$ cat src/rtl/sensor_frame_tx_if.sv
// Byte handshake between the frame transmitter and the external uart_tx.
// Master drives tx_data/tx_start, slave answers with tx_ready.
interface sensor_frame_tx_if;
  logic [7:0] tx_data;
  logic       tx_start;
  logic       tx_ready;

  modport master (
    output tx_data,
    output tx_start,
    input  tx_ready
  );

  modport slave (
    input  tx_data,
    input  tx_start,
    output tx_ready
  );
endinterface

$ cat src/rtl/sensor_frame_tx.sv
// Lighthouse timestamp framer: sync, seq, payload, check byte to uart_tx.
// Define SENSOR_FRAME_CRC8_EN for a CRC-8/0x07 check byte instead of XOR.
module sensor_frame_tx #(
  parameter int N_SENSORS  = 3,
  parameter int N_ITER     = 2,
  parameter int TS_WIDTH   = 17,
  parameter int WORD_BYTES = 3,
  parameter int SYNC_BYTES = 3,
  parameter logic [7:0] SYNC_VALUE = 8'h00
) (
  input  logic clk_12MHz,
  input  logic rstn,
  input  logic data_availible,
  input  logic [N_SENSORS*N_ITER*TS_WIDTH-1:0] sensor_iterations,
  sensor_frame_tx_if.master tx,
  output logic reset_parser,
  output logic busy,
  output logic frame_done,
  output logic [7:0] seq_num,
  output logic [7:0] overrun_count
);

  localparam int N_WORDS = N_SENSORS * N_ITER;
  localparam int VW      = N_WORDS * TS_WIDTH;
  localparam int WB      = 8 * WORD_BYTES;
  localparam int PAY     = N_WORDS * WORD_BYTES;
  localparam int L       = SYNC_BYTES + 1 + PAY + 1;
  localparam int IW      = $clog2(L);

  if (TS_WIDTH > WB) begin : g_bad_ts
    $error("TS_WIDTH must be <= 8*WORD_BYTES");
  end
  if (SYNC_BYTES < 1) begin : g_bad_sync
    $error("SYNC_BYTES must be >= 1");
  end

  typedef enum logic [2:0] {
    S_IDLE, S_LOAD, S_RSTP, S_SEND, S_WAIT, S_DONE
  } state_t;

  state_t          state_q, state_d;
  logic [VW-1:0]   cap_q, cap_d;
  logic [IW-1:0]   idx_q, idx_d;
  logic [7:0]      chk_q, chk_d;
  logic [7:0]      seq_q, seq_d;
  logic [7:0]      ovr_q, ovr_d;
  logic [7:0]      tx_data_q, tx_data_d;
  logic            tx_start_q, tx_start_d;
  logic            rstp_q, rstp_d;
  logic            busy_q, busy_d;
  logic            done_q, done_d;

  logic [PAY*8-1:0] pay;
  logic [PAY*8-1:0] pay_sh;
  logic [IW-1:0]    p_off;
  logic [7:0]       cur;

  function automatic logic [7:0] fold(
    input logic [7:0] c,
    input logic [7:0] b
  );
`ifdef SENSOR_FRAME_CRC8_EN
    logic [7:0] r;
    r = c ^ b;
    for (int i = 0; i < 8; i++) begin
      r = r[7] ? ({r[6:0], 1'b0} ^ 8'h07) : {r[6:0], 1'b0};
    end
    return r;
`else
    return c ^ b;
`endif
  endfunction

  // Zero-extend each captured timestamp into its byte-aligned payload slot.
  always_comb begin
    pay = '0;
    for (int w = 0; w < N_WORDS; w++) begin
      pay[w*WB +: WB] = WB'(cap_q[w*TS_WIDTH +: TS_WIDTH]);
    end
  end

  // Select the frame byte addressed by the current index.
  always_comb begin
    p_off  = idx_q - IW'(SYNC_BYTES + 1);
    pay_sh = pay << {p_off, 3'b000};
    if (idx_q < IW'(SYNC_BYTES)) begin
      cur = SYNC_VALUE;
    end else if (idx_q == IW'(SYNC_BYTES)) begin
      cur = seq_q;
    end else if (idx_q < IW'(L - 1)) begin
      cur = pay_sh[PAY*8-1 -: 8];
    end else begin
      cur = chk_q;
    end
  end

  // Next-state, datapath updates and registered output strobes.
  always_comb begin
    state_d    = state_q;
    cap_d      = cap_q;
    idx_d      = idx_q;
    chk_d      = chk_q;
    seq_d      = seq_q;
    ovr_d      = ovr_q;
    tx_data_d  = tx_data_q;
    tx_start_d = 1'b0;
    rstp_d     = 1'b0;
    done_d     = 1'b0;
    if (data_availible && busy_q && ovr_q != 8'hFF) begin
      ovr_d = ovr_q + 8'd1;
    end
    unique case (state_q)
      S_IDLE: begin
        if (data_availible) state_d = S_LOAD;
      end
      S_LOAD: begin
        cap_d   = sensor_iterations;
        chk_d   = 8'h00;
        idx_d   = '0;
        rstp_d  = 1'b1;
        state_d = S_RSTP;
      end
      S_RSTP: begin
        state_d = S_SEND;
      end
      S_SEND: begin
        if (tx.tx_ready) begin
          tx_data_d  = cur;
          tx_start_d = 1'b1;
          if (idx_q >= IW'(SYNC_BYTES) && idx_q < IW'(L - 1)) begin
            chk_d = fold(chk_q, cur);
          end
          state_d = S_WAIT;
        end
      end
      S_WAIT: begin
        if (!tx.tx_ready) begin
          if (idx_q < IW'(L - 1)) begin
            idx_d   = idx_q + IW'(1);
            state_d = S_SEND;
          end else begin
            state_d = S_DONE;
          end
        end
      end
      S_DONE: begin
        if (tx.tx_ready) begin
          done_d  = 1'b1;
          seq_d   = seq_q + 8'd1;
          state_d = S_IDLE;
        end
      end
      default: state_d = S_IDLE;
    endcase
    busy_d = (state_d != S_IDLE);
  end

  // State and datapath registers; reset aborts any frame in flight.
  always_ff @(posedge clk_12MHz or negedge rstn) begin
    if (!rstn) begin
      state_q    <= S_IDLE;
      cap_q      <= '0;
      idx_q      <= '0;
      chk_q      <= 8'h00;
      seq_q      <= 8'h00;
      ovr_q      <= 8'h00;
      tx_data_q  <= 8'h00;
      tx_start_q <= 1'b0;
      rstp_q     <= 1'b0;
      busy_q     <= 1'b0;
      done_q     <= 1'b0;
    end else begin
      state_q    <= state_d;
      cap_q      <= cap_d;
      idx_q      <= idx_d;
      chk_q      <= chk_d;
      seq_q      <= seq_d;
      ovr_q      <= ovr_d;
      tx_data_q  <= tx_data_d;
      tx_start_q <= tx_start_d;
      rstp_q     <= rstp_d;
      busy_q     <= busy_d;
      done_q     <= done_d;
    end
  end

  assign tx.tx_data    = tx_data_q;
  assign tx.tx_start   = tx_start_q;
  assign reset_parser  = rstp_q;
  assign busy          = busy_q;
  assign frame_done    = done_q;
  assign seq_num       = seq_q;
  assign overrun_count = ovr_q;

endmodule

$ cat src/flat_wrapper.sv
// flat-port wrapper written by rule: the top's interface ports become plain ports
module sensor_frame_tx_flat 
#(
  parameter int N_SENSORS  = 3,
  parameter int N_ITER     = 2,
  parameter int TS_WIDTH   = 17,
  parameter int WORD_BYTES = 3,
  parameter int SYNC_BYTES = 3,
  parameter logic [7:0] SYNC_VALUE = 8'h00
)
  (clk_12MHz, rstn, data_availible, sensor_iterations, reset_parser, busy, frame_done, seq_num, overrun_count, tx_tx_data, tx_tx_start, tx_tx_ready);
  sensor_frame_tx_if tx_i ();
  input  logic clk_12MHz;
  input  logic rstn;
  input  logic data_availible;
  input  logic [N_SENSORS*N_ITER*TS_WIDTH-1:0] sensor_iterations;
  output logic reset_parser;
  output logic busy;
  output logic frame_done;
  output logic [7:0] seq_num;
  output logic [7:0] overrun_count;
  output wire logic [$bits(tx_i.tx_data)-1:0] tx_tx_data;
  output wire logic [$bits(tx_i.tx_start)-1:0] tx_tx_start;
  input wire logic [$bits(tx_i.tx_ready)-1:0] tx_tx_ready;
  assign tx_tx_data = tx_i.tx_data;
  assign tx_tx_start = tx_i.tx_start;
  assign tx_i.tx_ready = tx_tx_ready;
  sensor_frame_tx #(.N_SENSORS(N_SENSORS), .N_ITER(N_ITER), .TS_WIDTH(TS_WIDTH), .WORD_BYTES(WORD_BYTES), .SYNC_BYTES(SYNC_BYTES), .SYNC_VALUE(SYNC_VALUE)) u_core (.clk_12MHz(clk_12MHz), .rstn(rstn), .data_availible(data_availible), .sensor_iterations(sensor_iterations), .tx(tx_i), .reset_parser(reset_parser), .busy(busy), .frame_done(frame_done), .seq_num(seq_num), .overrun_count(overrun_count));
endmodule
$ cat config.mk
export PLATFORM = sky130hd
export DESIGN_NAME = sensor_frame_tx_flat
export DESIGN_NICKNAME = d
export VERILOG_FILES = /design/src/rtl/sensor_frame_tx_if.sv /design/src/rtl/sensor_frame_tx.sv /design/src/flat_wrapper.sv
export SDC_FILE = /design/constraint.sdc
export NUM_CORES = 1
export LEC_CHECK = 0
export CAP_MARGIN = 10
export CORE_ASPECT_RATIO = 1.4
export CORE_MARGIN = 5
export CORE_UTILIZATION = 40
export DETAILED_ROUTE_END_ITERATION = 8
export PLACE_DENSITY = 0.64
export SLEW_MARGIN = 20
export SYNTH_ARGS = -nofsm -noshare
export SYNTH_HDL_FRONTEND = slang
export SYNTH_SLANG_ARGS = --single-unit
$ cat constraint.sdc
create_clock -name clk_12MHz -period 4.9 [get_ports clk_12MHz]
set_clock_uncertainty 0.15 [all_clocks]
set_input_delay 0.49 -clock clk_12MHz [delete_from_list [all_inputs] [get_ports clk_12MHz]]
set_output_delay 0.49 -clock clk_12MHz [all_outputs]
set_load 0.02 [all_outputs]
# After elaboration in Yosys (flattened, before gate mapping)
# Cells that the tools add are included.
totals:
  wordCells: 61
  reg_bits: 146
  output_inout_bits: 28
  inputBits: 106
op_classes:
  muxes: 19
  add_sub_neg: 4
  n_reduce_logical: 11
  shifts: 1
  eq_ne: 11
  n_bitwise: 1
  magnitude_cmp: 3
ops:
  columns: ["operator", "n"]
  rows:
  - ["$shl 137x8->144", 1]
  - ["$mux 8", 5]
  - ["$pmux 3 s6", 1]
  - ["$add 8x1->8 const B", 2]
  - ["$pmux 8 s2", 1]
  - ["$mux 3", 5]
  - ["$mux 5", 2]
  - ["$pmux 5 s2", 1]
  - ["$ne 8x8->1 const B", 1]
  - ["$xor 8x8->8", 1]
  - ["$eq 3x2->1 const B", 2]
  - ["$eq 3x3->1 const B", 2]
  - ["$reduce_and 3->1", 2]
  - ["$add 5x1->5 const B", 1]
  - ["$eq 5x2->1 const B", 1]
  - ["$ge 5x2->1 const B", 1]
  - ["$lt 5x2->1 const B", 1]
  - ["$lt 5x5->1 const B", 1]
  - ["$sub 5x3->5 const B", 1]
  - ["$mux 1", 4]
  - ["$ne 2x1->1 const B", 2]
  - ["$ne 2x2->1 const B", 2]
  - ["$reduce_and 2->1", 2]
  - ["$reduce_bool 2->1", 2]
  - ["4 further kinds", 6]

# Logic depth before layout (Yosys ltp)
logic_depth:
  depth_word: 9
  depth_mapped: 11

# Least setup slack after synthesis
# OpenSTA, ideal clock, no wires.
synth_path:
  kind: "reg-to-reg"
  start: "register u_core.idx_q[2]"
  end: "register u_core.chk_q[1]"
  slack_ps: 2153
  path_stages_with_launch: 12
  t_arrival_ps: 2519
  n_path_buf: 3
  setup_time_ps: 78
  cell_sequence: "dfrtp_1 clkbuf_1 inv_1 ha_1 clkbuf_2 nand3b_1 or2_0 buf_2 nor2_1 a21oi_1 or4_1 a21oi_1"
synth_via:
  elab_chain_cells: 9
  word_cells_on_any_way: 16
  classes_between: "1 x add/sub; 3 x order compare; 2 x eq/ne; 1 x shift; 6 x mux; 1 x bitwise; 2 x reduce/logical"
synth_rtl:
  columns: ["element", "line", "text"]
  rows:
  - ["start: declaration", "sensor_frame_tx.sv:43", "logic [IW-1:0] idx_q, idx_d;"]
  - ["start signal: assignment", "sensor_frame_tx.sv:175", "idx_q <= idx_d;"]
  - ["$sub 5x3->5", "sensor_frame_tx.sv:84", "p_off = idx_q - IW'(SYNC_BYTES + 1);"]
  - ["$shl 137x8->144", "sensor_frame_tx.sv:85", "pay_sh = pay << {p_off, 3'b000};"]
  - ["$mux 8", "sensor_frame_tx.sv:90", "end else if (idx_q < IW'(L - 1)) begin"]
  - ["$mux 8", "sensor_frame_tx.sv:88", "end else if (idx_q == IW'(SYNC_BYTES)) begin"]
  - ["$mux 8", "sensor_frame_tx.sv:86", "if (idx_q < IW'(SYNC_BYTES)) begin"]
  - ["$xor 8x8->8", "sensor_frame_tx.sv:70", "return c ^ b;"]
  - ["$mux 8", "sensor_frame_tx.sv:130", "if (idx_q >= IW'(SYNC_BYTES) && idx_q < IW'(L - 1)) begin"]
  - ["$mux 8", "sensor_frame_tx.sv:127", "if (tx.tx_ready) begin"]
  - ["$pmux 8 s2", "sensor_frame_tx.sv:112", "unique case (state_q)"]
  - ["end signal: assignment", "sensor_frame_tx.sv:176", "chk_q <= chk_d;"]
  - ["end: declaration", "sensor_frame_tx.sv:44", "logic [7:0] chk_q, chk_d;"]
# Parallel ways exist; a longest one is shown, timed or not. The select of a mux whose other input is x is not followed.
# A chain may end at the register's enable or synchronous reset.

# Worst setup path after layout
layout_path:
  start: "register u_core.idx_q[2]"
  end: "register u_core.chk_q[3]"
# Same word-level chain as after synthesis.

==> flow_summary.ini <==
[route]
ant_nets = 0
drcViolationCount = 0
dr_total_vias = 5778
viasPerCell = 5.086
wl_per_cell_um = 16.43
dr.first_iter.drc_count = 442
dr.pass1.iters = 5
wirelength_um = 18670

[clock_tree]
numClockSinks = 146
cts_resized = 0
clock-root-buffer = clkbuf_16
cts_tree = yes
cts_setup_buffers = 0
cts_max_level = 4
cts.path.max_buffers = 2
path_clk_slew_ns = 0.06
cts-buffers-inserted = 17
clkLatencyLatePin_ns = 0.42

[worst_setup_path]
r2r_cells = 8
crit_path_top_delay_cell = ha_1
r2r_slack_ns = 1.38
worstSetupPathType = reg -> reg
cp_max_fo = 25
crit_required_ns = 5.09
crit_arrival_ns = 3.71
crit_start = u_core.idx_q[2]
path_common_cell = a21oi_1
rr_endpoint = u_core.chk_q[3]
setup.worst_path.end = u_core.chk_q[3]
cp.depth = 8
crit_chain = inv_1 -> ha_1 -> nand3b_1 -> or2_0 -> nor2_1 -> a21oi_1 -> or4_1 -> a21oi_1
path_delay_family = simple AND/OR/NAND/NOR gates
cp_num_buf_inv = 1
start_kind = register
max_stage_delay_ns = 0.86
rr_startpoint = u_core.idx_q[2]
endpoint_kind = register

[grt]
grt_use_total_pct = 18.88
antenna_found_initial = 0
grt_overflow = 0
grt_pass1_vias = 5753
grt_pass1_wl_um = 30420
grt_max_degree = 108

[outcome]
status = completed

[layout]
utilization_pct = 52.43
mostFrequentLayoutCells = nand2_1, dfrtp_1, clkdlybuf4s50_1
mostFrequentLayoutCell = nand2_1
area_growth_pct = 29.24
stdcell_count = 1136
fin_nets = 999
drive_gt1_share_pct = 6.444
fillers = 1595
diodes = 0

[floorplan]
core_area_um2 = 17330
die-area_um2 = 20370
die_width_um = 122.0
die_y_um = 166.9
initial_utilization_pct = 40.57
io_pins = 134
placementRows = 57

[yosys]
ys_seq_area_share_pct = 51.97
syn_avg_cell_area_um2 = 9.072
synth_edf_count = 0
ys_ff_latch = 146
synth_top_flop_cell = dfrtp_1
synth_area_um2 = 7030
synth.distinct_cells = 61
yosysWarnings = 0
async_flop_share_pct = 100.0
syn_nets = 887
synth_cells = 775

[timing]
slew_violations = 0
relSlewSlack_pct = 44.34
setup_tns_ns = 0
fin_crit_sh_pct = 71.84
clock.fmax_mhz = 284.1
finalHoldViolCount = 0
grt_setup_unrepaired = false
period_minus_slack_ns = 3.520
worst_slew_pin_slew_ns = 0.8273
setup_viol = 0
whs_ns = 0.3223

[power_and_ir_drop]
power_density_nw_per_um2 = 553.9
vdd_drop_max_uv = 226.2
finalPower_mw = 5.033
leakage_nw = 4.212

[job]
drv_cap = 0

[min_path]
hold_path_class = reg -> reg

[placed_design]
placedCellCount = 1102
place_congestion = 0.8697
port_buffers = 133
hpwl_um = 13090
==> power by group <==
| part | total, mW | internal [mW] | switching [mW] | leakage (nW) |
|---|---|---|---|---|
| sequential | 2.05 | 1.69 | 0.358 | 1.84 |
| clock | 1.40 | 0.860 | 0.542 | 0.298 |
| combinational | 1.58 | 0.648 | 0.935 | 2.07 |
| total | 5.03 | 3.20 | 1.84 | 4.21 |
==> final cells by class <==
class | instances | area (µm²) | share of cell area (%)
multi-input combinational | 572 | 3052 | 33.59
tap | 236 | 295.3 | 3.250
clock buffer | 18 | 429.2 | 4.723
clock inverter | 14 | 203.9 | 2.245
inverter | 9 | 36.28 | 0.3993
timing repair buffer | 141 | 1415 | 15.57
sequential | 146 | 3655 | 40.22
==> routing by layer <==
layer | global-route usage [%] | wire [µm]
met2 | 31.18 | 9431
met5 | 0 | 0
met4 | 5.997 | 350
met3 | 2.748 | 774
met1 | 25.55 | 8113
==> tightest hold or removal path: stages (launching register included) <==
cell,delay (ns)
dfrtp_1,0.34
nand2_1,0.05
nand2_1,0.05
==> what timing repair did <==
| action | in CTS | in global routing |
|---|---|---|
| hold buffers | 1 | 0 |
| endpoints found under the setup margin | 0 | 0 |
| endpoints found under the hold margin | 25 | 0 |
==> flip-flops by register name (all words and copies together), names as in the netlist <==
signal / flops
u_core.reset_parser: 1
u_core.frame_done: 1
u_core.state_q: 3
u_core.overrun_count: 8
u_core.tx.tx_data: 8
u_core.chk_q: 8
u_core.idx_q: 5
u_core.tx.tx_start: 1
u_core.seq_num: 8
u_core.busy: 1
u_core.cap_q: 102
==> per-stage QoR <==
stage               setup slack, ns  instance area [µm²]
finish                        1.380                 9086
global route                  1.056                 9086
CTS                           1.403                 9057
detailed placement            1.409                 8414
global placement              1.542                 8414
floorplan                     2.153                 7030
==> synth_stat cells (10+ instances only) <==
master / instances / area [µm²]
a21oi_1: 15 / 75.07
a221oi_1: 19 / 166.4
buf_2: 15 / 75.07
clkbuf_1: 21 / 78.83
dfrtp_1: 146 / 3654
mux2i_1: 21 / 210.2
nand2_1: 335 / 1257
nand3_1: 17 / 85.08
nor2_1: 21 / 78.83
o21ai_0: 14 / 70.07
o31ai_1: 10 / 75.07
xnor2_1: 12 / 105.1
==> worst min path at each step <==
stage / from / endpoint / slack (ns) / cells past startpoint
6_report: u_core.cap_q[15] / u_core.cap_q[15] / 0.32 / 2
4_1_cts: u_core.cap_q[65] / u_core.cap_q[65] / 0.32 / 2
3_5_place_dp: u_core.cap_q[65] / u_core.cap_q[65] / 0.31 / 2
3_3_place_gp: u_core.cap_q[16] / u_core.cap_q[16] / 0.30 / 2
5_1_grt: u_core.cap_q[74] / u_core.cap_q[74] / 0.35 / 2
2_1_floorplan: rstn / u_core.busy / 0.04 / 0
==> cells by family (layout without fill, tap and decap cells) <==
family	count (synthesis)	after routing	synth area share, %
buffers and inverters	57	182	4.663
DFF	146	146	51.97
muxes	31	31	4.752
AOI/OAI and AO/OA	105	105	11.11
and+or+nand+nor	413	413	24.33
adders and majority gates	6	6	1.068
xor gates and xnor gates	17	17	2.118
Note: power is estimated with default switching activity, not from simulation.
